### config.mk
export PLATFORM = sky130hd
export DESIGN_NAME = decode_stage
export DESIGN_NICKNAME = d
export VERILOG_FILES = /design/src/rtl/decode_stage.sv
export SDC_FILE = /design/constraint.sdc
export NUM_CORES = 1
export LEC_CHECK = 0
export BUFFER_PORTS_ARGS = -buffer_cell sky130_fd_sc_hd__buf_2
export CAP_MARGIN = 25
export CORE_AREA = 2 2 86 150
export CTS_CLUSTER_SIZE = 10
export DETAILED_ROUTE_END_ITERATION = 10
export DIE_AREA = 0 0 88 152
export PLACE_DENSITY = 0.74
export SYNTH_ARGS = -nofsm -noshare
export SYNTH_HDL_FRONTEND = slang
export SYNTH_SLANG_ARGS = --single-unit
### constraint.sdc
create_clock -name clk -period 2.1 [get_ports clk]
set_input_delay 0 -clock clk [delete_from_list [all_inputs] [get_ports clk]]
set_output_delay 0 -clock clk [all_outputs]
set_load 0.005 [all_outputs]
### src/rtl/decode_stage.sv
// rtl/decode_stage.sv - RV32I decode stage with a 2-entry skid buffer on the output
module decode_stage #(
  parameter int XLEN = 32,
  parameter bit EN_M = 1'b0
) (
  input  logic            clk,
  input  logic            rst_n,
  input  logic            flush,
  input  logic            in_valid,
  output logic            in_ready,
  input  logic [31:0]     in_instr,
  input  logic [XLEN-1:0] in_pc,
  output logic            out_valid,
  input  logic            out_ready,
  output logic [XLEN-1:0] out_pc,
  output logic [4:0]      out_rd,
  output logic [4:0]      out_rs1,
  output logic [4:0]      out_rs2,
  output logic [2:0]      out_fun3,
  output logic            out_reg_write,
  output logic            out_load,
  output logic            out_store,
  output logic            out_mem_en,
  output logic            out_branch,
  output logic            out_next_sel,
  output logic            out_operand_a,
  output logic            out_operand_b,
  output logic [1:0]      out_mem_to_reg,
  output logic [2:0]      out_imm_sel,
  output logic [4:0]      out_alu_control,
  output logic            out_illegal
);

  localparam logic [6:0] OP_R      = 7'b0110011;
  localparam logic [6:0] OP_I      = 7'b0010011;
  localparam logic [6:0] OP_LOAD   = 7'b0000011;
  localparam logic [6:0] OP_STORE  = 7'b0100011;
  localparam logic [6:0] OP_BRANCH = 7'b1100011;
  localparam logic [6:0] OP_JAL    = 7'b1101111;
  localparam logic [6:0] OP_JALR   = 7'b1100111;
  localparam logic [6:0] OP_LUI    = 7'b0110111;
  localparam logic [6:0] OP_AUIPC  = 7'b0010111;

  localparam logic [4:0] ALU_ADD    = 5'b00000;
  localparam logic [4:0] ALU_SUB    = 5'b00001;
  localparam logic [4:0] ALU_SLL    = 5'b00010;
  localparam logic [4:0] ALU_SLT    = 5'b00011;
  localparam logic [4:0] ALU_SLTU   = 5'b00100;
  localparam logic [4:0] ALU_XOR    = 5'b00101;
  localparam logic [4:0] ALU_SRL    = 5'b00110;
  localparam logic [4:0] ALU_SRA    = 5'b00111;
  localparam logic [4:0] ALU_OR     = 5'b01000;
  localparam logic [4:0] ALU_AND    = 5'b01001;
  localparam logic [4:0] ALU_PASS_B = 5'b01111;

  localparam logic [6:0] F7_BASE = 7'b0000000;
  localparam logic [6:0] F7_ALT  = 7'b0100000;
  localparam logic [6:0] F7_MUL  = 7'b0000001;

  typedef struct packed {
    logic [XLEN-1:0] pc;
    logic [4:0]      rd;
    logic [4:0]      rs1;
    logic [4:0]      rs2;
    logic [2:0]      fun3;
    logic            reg_write;
    logic            load;
    logic            store;
    logic            mem_en;
    logic            branch;
    logic            next_sel;
    logic            operand_a;
    logic            operand_b;
    logic [1:0]      mem_to_reg;
    logic [2:0]      imm_sel;
    logic [4:0]      alu_control;
    logic            illegal;
  } entry_t;

  // funct3 -> ALU op for register/immediate arithmetic with the base funct7
  function automatic logic [4:0] base_alu(input logic [2:0] f3);
    case (f3)
      3'b000:  base_alu = ALU_ADD;
      3'b001:  base_alu = ALU_SLL;
      3'b010:  base_alu = ALU_SLT;
      3'b011:  base_alu = ALU_SLTU;
      3'b100:  base_alu = ALU_XOR;
      3'b101:  base_alu = ALU_SRL;
      3'b110:  base_alu = ALU_OR;
      default: base_alu = ALU_AND;
    endcase
  endfunction

  logic [6:0] opcode;
  logic [2:0] funct3;
  logic [6:0] funct7;
  logic       is_r, is_i, is_load, is_store, is_branch, is_jal, is_jalr, is_lui, is_auipc;
  logic       illegal;
  logic [4:0] alu_raw;
  entry_t     dec;

  assign opcode    = in_instr[6:0];
  assign funct3    = in_instr[14:12];
  assign funct7    = in_instr[31:25];
  assign is_r      = (opcode == OP_R);
  assign is_i      = (opcode == OP_I);
  assign is_load   = (opcode == OP_LOAD);
  assign is_store  = (opcode == OP_STORE);
  assign is_branch = (opcode == OP_BRANCH);
  assign is_jal    = (opcode == OP_JAL);
  assign is_jalr   = (opcode == OP_JALR);
  assign is_lui    = (opcode == OP_LUI);
  assign is_auipc  = (opcode == OP_AUIPC);

  // ALU selection and legality checks on opcode/funct3/funct7
  always_comb begin
    illegal = 1'b0;
    alu_raw = ALU_ADD;
    case (opcode)
      OP_R: begin
        case (funct7)
          F7_BASE: alu_raw = base_alu(funct3);
          F7_ALT: begin
            if (funct3 == 3'b000)      alu_raw = ALU_SUB;
            else if (funct3 == 3'b101) alu_raw = ALU_SRA;
            else                       illegal = 1'b1;
          end
          F7_MUL: begin
            if (EN_M) alu_raw = {2'b10, funct3};
            else      illegal = 1'b1;
          end
          default: illegal = 1'b1;
        endcase
      end
      OP_I: begin
        alu_raw = base_alu(funct3);
        if (funct3 == 3'b001 && funct7 != F7_BASE) illegal = 1'b1;
        if (funct3 == 3'b101) begin
          if (funct7 == F7_ALT)       alu_raw = ALU_SRA;
          else if (funct7 != F7_BASE) illegal = 1'b1;
        end
      end
      OP_LOAD:   illegal = (funct3 == 3'b011) || (funct3 == 3'b110) || (funct3 == 3'b111);
      OP_STORE:  illegal = (funct3 > 3'b010);
      OP_BRANCH: illegal = (funct3 == 3'b010) || (funct3 == 3'b011);
      OP_JALR:   illegal = (funct3 != 3'b000);
      OP_JAL, OP_AUIPC: illegal = 1'b0;
      OP_LUI:    alu_raw = ALU_PASS_B;
      default:   illegal = 1'b1;
    endcase
  end

  // Control bundle; illegal entries lose every side effect and their ALU op
  always_comb begin
    dec.pc          = in_pc;
    dec.rd          = in_instr[11:7];
    dec.rs1         = in_instr[19:15];
    dec.rs2         = in_instr[24:20];
    dec.fun3        = funct3;
    dec.reg_write   = !illegal && (is_r || is_i || is_load || is_jal || is_jalr || is_lui || is_auipc);
    dec.load        = !illegal && is_load;
    dec.store       = !illegal && is_store;
    dec.mem_en      = !illegal && is_store;
    dec.branch      = !illegal && is_branch;
    dec.next_sel    = !illegal && (is_jal || is_jalr);
    dec.operand_a   = is_branch || is_jal || is_auipc;
    dec.operand_b   = !is_r;
    dec.mem_to_reg  = is_load ? 2'b01 : ((is_jal || is_jalr) ? 2'b10 : 2'b00);
    dec.imm_sel     = is_store ? 3'b001 :
                      is_branch ? 3'b010 :
                      is_jal ? 3'b011 :
                      (is_lui || is_auipc) ? 3'b100 : 3'b000;
    dec.alu_control = illegal ? ALU_ADD : alu_raw;
    dec.illegal     = illegal;
  end

  logic [1:0] cnt_q, cnt_d;
  logic       in_ready_q, in_ready_d;
  entry_t     slot0_q, slot0_d;
  entry_t     slot1_q, slot1_d;
  logic       enq, deq;

  assign enq = in_valid && in_ready_q;
  assign deq = (cnt_q != 2'd0) && out_ready;

  // Two-slot FIFO: slot0 is the head, slot1 only holds the second entry
  always_comb begin
    cnt_d   = cnt_q;
    slot0_d = slot0_q;
    slot1_d = slot1_q;
    if (flush) begin
      cnt_d = 2'd0;
    end else begin
      case ({enq, deq})
        2'b10: begin
          if (cnt_q == 2'd0) slot0_d = dec;
          else               slot1_d = dec;
          cnt_d = cnt_q + 2'd1;
        end
        2'b01: begin
          slot0_d = slot1_q;
          cnt_d   = cnt_q - 2'd1;
        end
        2'b11: begin
          if (cnt_q == 2'd1) begin
            slot0_d = dec;
          end else begin
            slot0_d = slot1_q;
            slot1_d = dec;
          end
        end
        default: cnt_d = cnt_q;
      endcase
    end
    in_ready_d = (cnt_d != 2'd2);
  end

  // State registers; reset clears the buffer and zeroes the head fields
  always_ff @(posedge clk) begin
    if (!rst_n) begin
      cnt_q      <= 2'd0;
      in_ready_q <= 1'b1;
      slot0_q    <= '0;
      slot1_q    <= '0;
    end else begin
      cnt_q      <= cnt_d;
      in_ready_q <= in_ready_d;
      slot0_q    <= slot0_d;
      slot1_q    <= slot1_d;
    end
  end

  assign in_ready        = in_ready_q;
  assign out_valid       = (cnt_q != 2'd0);
  assign out_pc          = slot0_q.pc;
  assign out_rd          = slot0_q.rd;
  assign out_rs1         = slot0_q.rs1;
  assign out_rs2         = slot0_q.rs2;
  assign out_fun3        = slot0_q.fun3;
  assign out_reg_write   = slot0_q.reg_write;
  assign out_load        = slot0_q.load;
  assign out_store       = slot0_q.store;
  assign out_mem_en      = slot0_q.mem_en;
  assign out_branch      = slot0_q.branch;
  assign out_next_sel    = slot0_q.next_sel;
  assign out_operand_a   = slot0_q.operand_a;
  assign out_operand_b   = slot0_q.operand_b;
  assign out_mem_to_reg  = slot0_q.mem_to_reg;
  assign out_imm_sel     = slot0_q.imm_sel;
  assign out_alu_control = slot0_q.alu_control;
  assign out_illegal     = slot0_q.illegal;

endmodule

==> results of run 1 <==
==> metal layers <==
metal  routed length (µm)  global-route usage [%]  vias up  share of wire, %
met5                    0                       0        -                 0
met4                 1120                    19.3        0               6.1
met3                  945                    5.16       92               5.1
met2                 9890                    46.2      280                54
met1                 6420                    28.1     2920                35
li1                     -                       -     2898                 -
==> worst max-delay path, stage by stage, from the launching register on <==
cell and delay (ns):
dfxtp_1 0.30, inv_1 0.07, ha_2 0.21, nor2b_4 0.16, inv_2 0.08, ha_4 0.20, a211oi_4 0.36, buf_6 0.18
nand2_1 0.07, a31o_1 0.19, a31oi_1 0.18
==> final cells by class <==
cell class,count,area (µm²)
Fill cell,965,4100
Multi-Input combinational cell,492,2880
Sequential cell,137,2740
Timing Repair Buffer,232,1700
Clock buffer,18,439
Tap cell,168,210
Clock inverter,14,113
Inverter,11,42.5
Antenna cell,1,2.50
==> worst paths after layout <==
kind | slack, ns | cells after the start | start | end
worst max-delay path | 0.03 | 10 | cnt_q[1] | out_alu_control[0]
worst min-delay path | 0.02 | 5 | in_instr[0] | slot1_q[18]
worst max register to register | 0.03 | 10 | cnt_q[1] | out_alu_control[0]
worst min register to register | 0.46 | 2 | slot1_q[56] | slot1_q[56]
==> metrics by stage <==
step                std cells  TNS, ns  setup slack (ns)
global placement          972        0            0.0248
global route             1073   -0.155           -0.0341
detailed placement        972    -4.65           -0.0932
finish                   1073        0            0.0289
floorplan                 703        0            0.0274
CTS                      1066        0            0.0109
==> synth_stat cells (9+ instances only) <==
cell type  count
a21oi_1       78
nand2_1      123
a221oi_1      55
a211oi_1       9
dfxtp_1      137
nand3_1       15
inv_1         10
nor3_1        56
buf_2         13
nor2_1        72
clkbuf_1      41
o21ai_0       14
==> logic make-up (layout without fill, tap and decap cells) <==
family                     after synthesis  count (layout)  share of synthesized area (%)
muxes                                    1               1                          0.174
adders and majority gates                6               6                           1.31
AOI/OAI and AO/OA                      186             186                           22.1
and+or+nand+nor                        298             298                           23.2
other                                    1               2                         0.0653
buffers and inverters                   74             275                           5.38
DFF                                    137             137                           47.7
==> placed cells by master, fill, tap and decap left out, types with 4 or more instances in the layout <==
cell type,n
buf_4,19
nand2_1,121
dfxtp_1,136
dlygate4sd3_1,52
nor2_1,71
buf_2,139
inv_1,9
a221oi_1,48
a221oi_2,7
a32oi_1,4
a21oi_1,76
nand2b_1,5
buf_6,9
buf_12,9
and3_1,4
o21ai_0,14
a211oi_1,7
nand3_1,15
clkbuf_16,18
nor3_1,54
clkinv_4,4
inv_6,6
==> power by group through the flow <==
stage / clock (mW) / sequential, mW / combinational (mW)
finish: 2.75 / 2.86 / 1.03
global route: 2.92 / 2.88 / 1.13
CTS: 2.78 / 2.86 / 0.973
detailed placement: 0 / 2.91 / 0.850
global placement: 0 / 2.91 / 0.824
floorplan: 0 / 2.91 / 0.479
==> what timing repair did <==
action / 4_1_cts / 5_1_grt
setup endpoints to repair: 114 / 124
gates resized for setup: 25 / 22
endpoints found under the hold margin: 105 / 0
cloned: 4 / 1
hold buffers: 52 / 0
pin swaps: 4 / 5
buffers inserted: 6 / 6
==> reports/qor.yml, run 1 <==
outcome: "finished, final reports clean"
drc: 0
grt_pass1_vias: 6079
drt_iter0_drc: 553
leakagePower_nw: 3.24
fin_area_um2: 8130
cts_tree: "yes"
finalCritPeriodShare_pct: 98.6
synth_area_leaders: "dfxtp_1 (48%), a221oi_1 (8.4%), nand2_1 (8.0%)"
synthesis.nets: 778
initial_core_util_pct: 47.0
hold_viol: 0
via_per_inst: 5.77
maxCapViolations: 0
fp-row-count: 54
layout.nets: 966
route.vias.total: 6190
die_h_um: 152
pwr-share-comb_pct: 15.5
finalCoreUtilization_pct: 66.5
relSlewSlack_pct: 56.1
end_kind: "flop"
synth_cell_types: 55
setup_viol_count_final: 0
wirelength_um: 18400
crit_fanout: 6
ctsLongestPathBuffers: 2
ioPinCount: 140
syn_to_final_growth_pct: 41.5
vdd_drop_max_uv: 628
grt_pass1_wl_um: 28600
whs_ns: 0.0192
overflow: 0
hold_class: "in -> reg"
grt_use_total_pct: 26.9
largest_register_ffs: 67
switching_share_pct: 27.7
cts_root_buf: "clkbuf_16"
antenna_found_initial: 1
synth-seq-cells: 137
dp_hpwl_um: 11100
drv_slew: 0
post_drt_wl_per_cell_um: 17.1
portBuffers: 138
detail-route-antenna-nets: 0
syn_avg_cell_area_um2: 8.17
synth_seq_area_share_pct: 47.7
p_switching_mw: 1.84
synthArstFlopShare_pct: 0
layout-drive-gt1-share_pct: 27.4
period_needed_ns: 2.07
fmax_mhz: 483
clk_latency_ns: 0.42
skew_ns: 0.00839
grt_max_degree: 123
core-area_um2: 12200
cts_sinks: 137
ys_warn_count: 0
cp-start-kind: "flop"
power_mw: 6.65
yosysTopAreaCell: "dfxtp_1"
die_area_um2: 13400
max_flop_register: "slot1_q"
synth_edf_count: 0
die_x_um: 88
drtPass1Iterations: 6
cts_buffers: 17
p_per_area_nw_per_um2: 818
power_frac_seq_pct: 43.1
clkTransAtPathRegs_ns: 0.06
tightest_slew_ns: 0.653
clockPowerShare_pct: 41.4
place_area_um2: 6710
synth_top_flop_cell: "dfxtp_1"
htreeDepth: 4
intPower_mw: 4.81
place_congestion: 0.898
critPathKind: "reg -> reg"
synthesis.area_um2: 5750
crit_arrival_ns: 2.41
required_ns: 2.44
synth_cells: 703
synth_top_area_share_pct: 47.7
No activity file was read; power rests on OpenSTA's default activity.
==> run 2: changes to the inputs <==
--- a/config.mk
+++ b/config.mk
@@ -7,11 +7,11 @@
 export LEC_CHECK = 0
 export BUFFER_PORTS_ARGS = -buffer_cell sky130_fd_sc_hd__buf_2
 export CAP_MARGIN = 25
-export CORE_AREA = 2 2 86 150
+export CORE_AREA = 2 2 82 143
 export CTS_CLUSTER_SIZE = 10
 export DETAILED_ROUTE_END_ITERATION = 10
-export DIE_AREA = 0 0 88 152
-export PLACE_DENSITY = 0.74
+export DIE_AREA = 0 0 84 145
+export PLACE_DENSITY = 0.77
 export SYNTH_ARGS = -nofsm -noshare
 export SYNTH_HDL_FRONTEND = slang
 export SYNTH_SLANG_ARGS = --single-unit
==> constraint.sdc (replaced) <==
create_clock -name clk -period 2 [get_ports clk]
set_input_delay 0 -clock clk [delete_from_list [all_inputs] [get_ports clk]]
set_output_delay 0 -clock clk [all_outputs]
set_load 0.005 [all_outputs]
==> reports/qor.yml, run 2 (synthesis gave the netlist of run 1 again) <==
violations: "negative setup slack"
finalCritPeriodShare_pct: 102  # +3.5 points
max_flop_register: "slot1_q"
period_needed_ns: 2.04  # -0.0293 ns
cts_root_buf: "clkbuf_16"
overflow: 0  # unchanged
largest_register_ffs: 67  # unchanged
grt_pass1_vias: 6089  # +0.16%
outcome: "complete, but fails checks"
crit_fanout: 7  # +1
dp_hpwl_um: 11100  # +0.19%
cts_buffers: 17  # unchanged
leakagePower_nw: 3.36  # +3.5%
tightest_slew_ns: 0.558  # -0.0947 ns
cts_sinks: 137  # unchanged
switching_share_pct: 29.0  # +1.3 points
wirelength_um: 19900  # +8.1%
skew_ns: 0.00818  # -0.000216 ns
worst_path_largest_cell_delay_ns: 0.33  # -0.03 ns
intPower_mw: 5.09  # +6.0%
die_area_um2: 12200  # -8.9%
drtPass1Iterations: 6  # unchanged
hold_viol: 0  # unchanged
hold_class: "in -> reg"
clockPowerShare_pct: 41.1  # -0.3 points
fin_ws_ns: -0.0418  # -0.0707 ns
relSlewSlack_pct: 62.8  # +6.7 points
post_drt_wl_per_cell_um: 19.1  # +12%
htreeDepth: 4  # unchanged
drv_slew: 0  # unchanged
initial_core_util_pct: 52.0  # +5.1 points
cp-start-kind: "flop"
setup_viol_count_final: 17  # +17
via_per_inst: 6.19  # +7.3%
mostFrequentLayoutCell: "buf_2"
route.vias.total: 6434  # +3.9%
crit_slowest_cell: "dfxtp_2"
power_frac_seq_pct: 42.0  # -1.1 points
fmax_mhz: 490  # +1.4%
grt_use_total_pct: 28.7  # +1.8 points
clk_latency_ns: 0.42  # about the same
portBuffers: 138  # unchanged
critPathKind: "reg -> reg"
drt_iter0_drc: 583  # +5.4%
layout.nets: 968  # +0.21%
p_switching_mw: 2.08  # +13%
fillers: 716  # -26%
syn_to_final_growth_pct: 46.8
fp-row-count: 51  # -5.6%
antenna_found_initial: 1  # unchanged
crit_chain: "inv_2 -> ha_4 -> nor2b_4 -> inv_2 -> ha_4 -> a21oi_4 -> o211ai_1 -> buf_6 -> buf_12 -> buf_12 -> nand2_1 -> a21oi_1"
p_per_area_nw_per_um2: 851  # +4.1%
drc: 0  # unchanged
crit_arrival_ns: 2.33  # -0.08 ns
place_area_um2: 6760  # +0.86%
required_ns: 2.28  # -0.16 ns
grt_max_degree: 69  # -44%
end_kind: "flop"
maxCapViolations: 0  # unchanged
detail-route-antenna-nets: 0  # unchanged
fin_area_um2: 8430  # +3.7%
whs_ns: 0.0229  # +0.00372 ns
r2r_slack_ns: -0.04  # -0.07 ns
die_h_um: 145  # -4.6%
most-common-layout-cells: "buf_2 (138), dfxtp_1 (135), nand2_1 (108)"
core-area_um2: 11000  # -9.7%
ioPinCount: 140  # unchanged
vdd_drop_max_uv: 771  # +23%
place_congestion: 0.837  # -6.8%
die_x_um: 84  # -4.5%
layout-drive-gt1-share_pct: 32.5  # +5.0 points
cts_tree: "yes"
clkTransAtPathRegs_ns: 0.06  # about the same
grt_pass1_wl_um: 28800  # +0.75%
ctsLongestPathBuffers: 2  # unchanged
grt_setup_unrepaired: "yes"
pwr-share-comb_pct: 16.8  # +1.3 points
==> run 2: cell count changes in the layout (fill, tap and decap cells not counted), moves of 5 or more <==
cell      change
buf_12        +5
a221oi_2     +17
nand2_1      -13
a21oi_2      +10
buf_6         -6
a21oi_1      -10
nand2_4       +9
a221oi_1     -16
==> run 2: critical path: cells and delay by family (launching register included) <==
kind | cells | cell delay, ns
AO/OA/AOI/OAI | 3 | 0.37
adder cells (fa/ha/maj) | 2 | 0.38
buffers and inverters | 5 | 0.61
flip-flops | 1 | 0.33
AND/OR/NAND/NOR | 2 | 0.23
==> run 2: power groups by stage <==
stage / sequential (mW) / clock, mW / combinational, mW
final: 3.02 / 2.95 / 1.21
after floorplan: 3.05 / 0 / 0.506
after global placement: 3.04 / 0 / 0.890
after detailed placement: 3.05 / 0 / 0.921
after global routing: 3.03 / 3.09 / 1.30
after CTS: 3.00 / 2.96 / 1.04
==> run 2: layout make-up <==
type	count	area, µm²	area share, %
Sequential cell	137	2750	32.6
Multi-Input combinational cell	492	3080	36.5
Clock buffer	17	425	5.05
Timing Repair Buffer	234	1840	21.8
Antenna cell	1	2.50	0.0297
Clock inverter	15	131	1.56
Tap cell	132	165	1.96
Inverter	11	42.5	0.505
==> run 2: path summary, 6_finish.rpt <==
path                                   from     endpoint  depth (start not counted)
worst max-delay path               cnt_q[1]  slot1_q[21]                         12
worst min-delay path            in_instr[0]  slot1_q[18]                          5
worst min register to register  slot1_q[18]  slot1_q[18]                          2
worst max register to register     cnt_q[1]  slot1_q[21]                         12
==> run 2: metal layers <==
layer	routed length, µm	part of all wire, %	GRT usage, %
met4	982	4.9	16.1
met2	10700	54	51.6
met1	6980	35	31.2
met3	1210	6.1	5.01
met5	0	0	0
==> run 2: per-stage QoR <==
stage	cells	utilization, %	TNS [ns]	setup WS [ns]	power [mW]
after floorplan	703	-	0	0.0190	3.56
after global placement	942	61.3	0	0.0555	3.94
after detailed placement	942	61.3	-2.21	-0.0993	3.98
after CTS	1028	71.8	-0.0447	-0.0404	6.99
after global routing	1039	76.4	-1.78	-0.105	7.42
final	1039	76.4	-0.332	-0.0418	7.17
==> run 2: what timing repair did <==
item	in CTS	in global routing
gates cloned	0	5
hold endpoints to repair	102	0
setup endpoints to repair	100	120
hold buffers	52	0
resized for setup	16	77
setup buffers	2	5
pin swaps	3	25
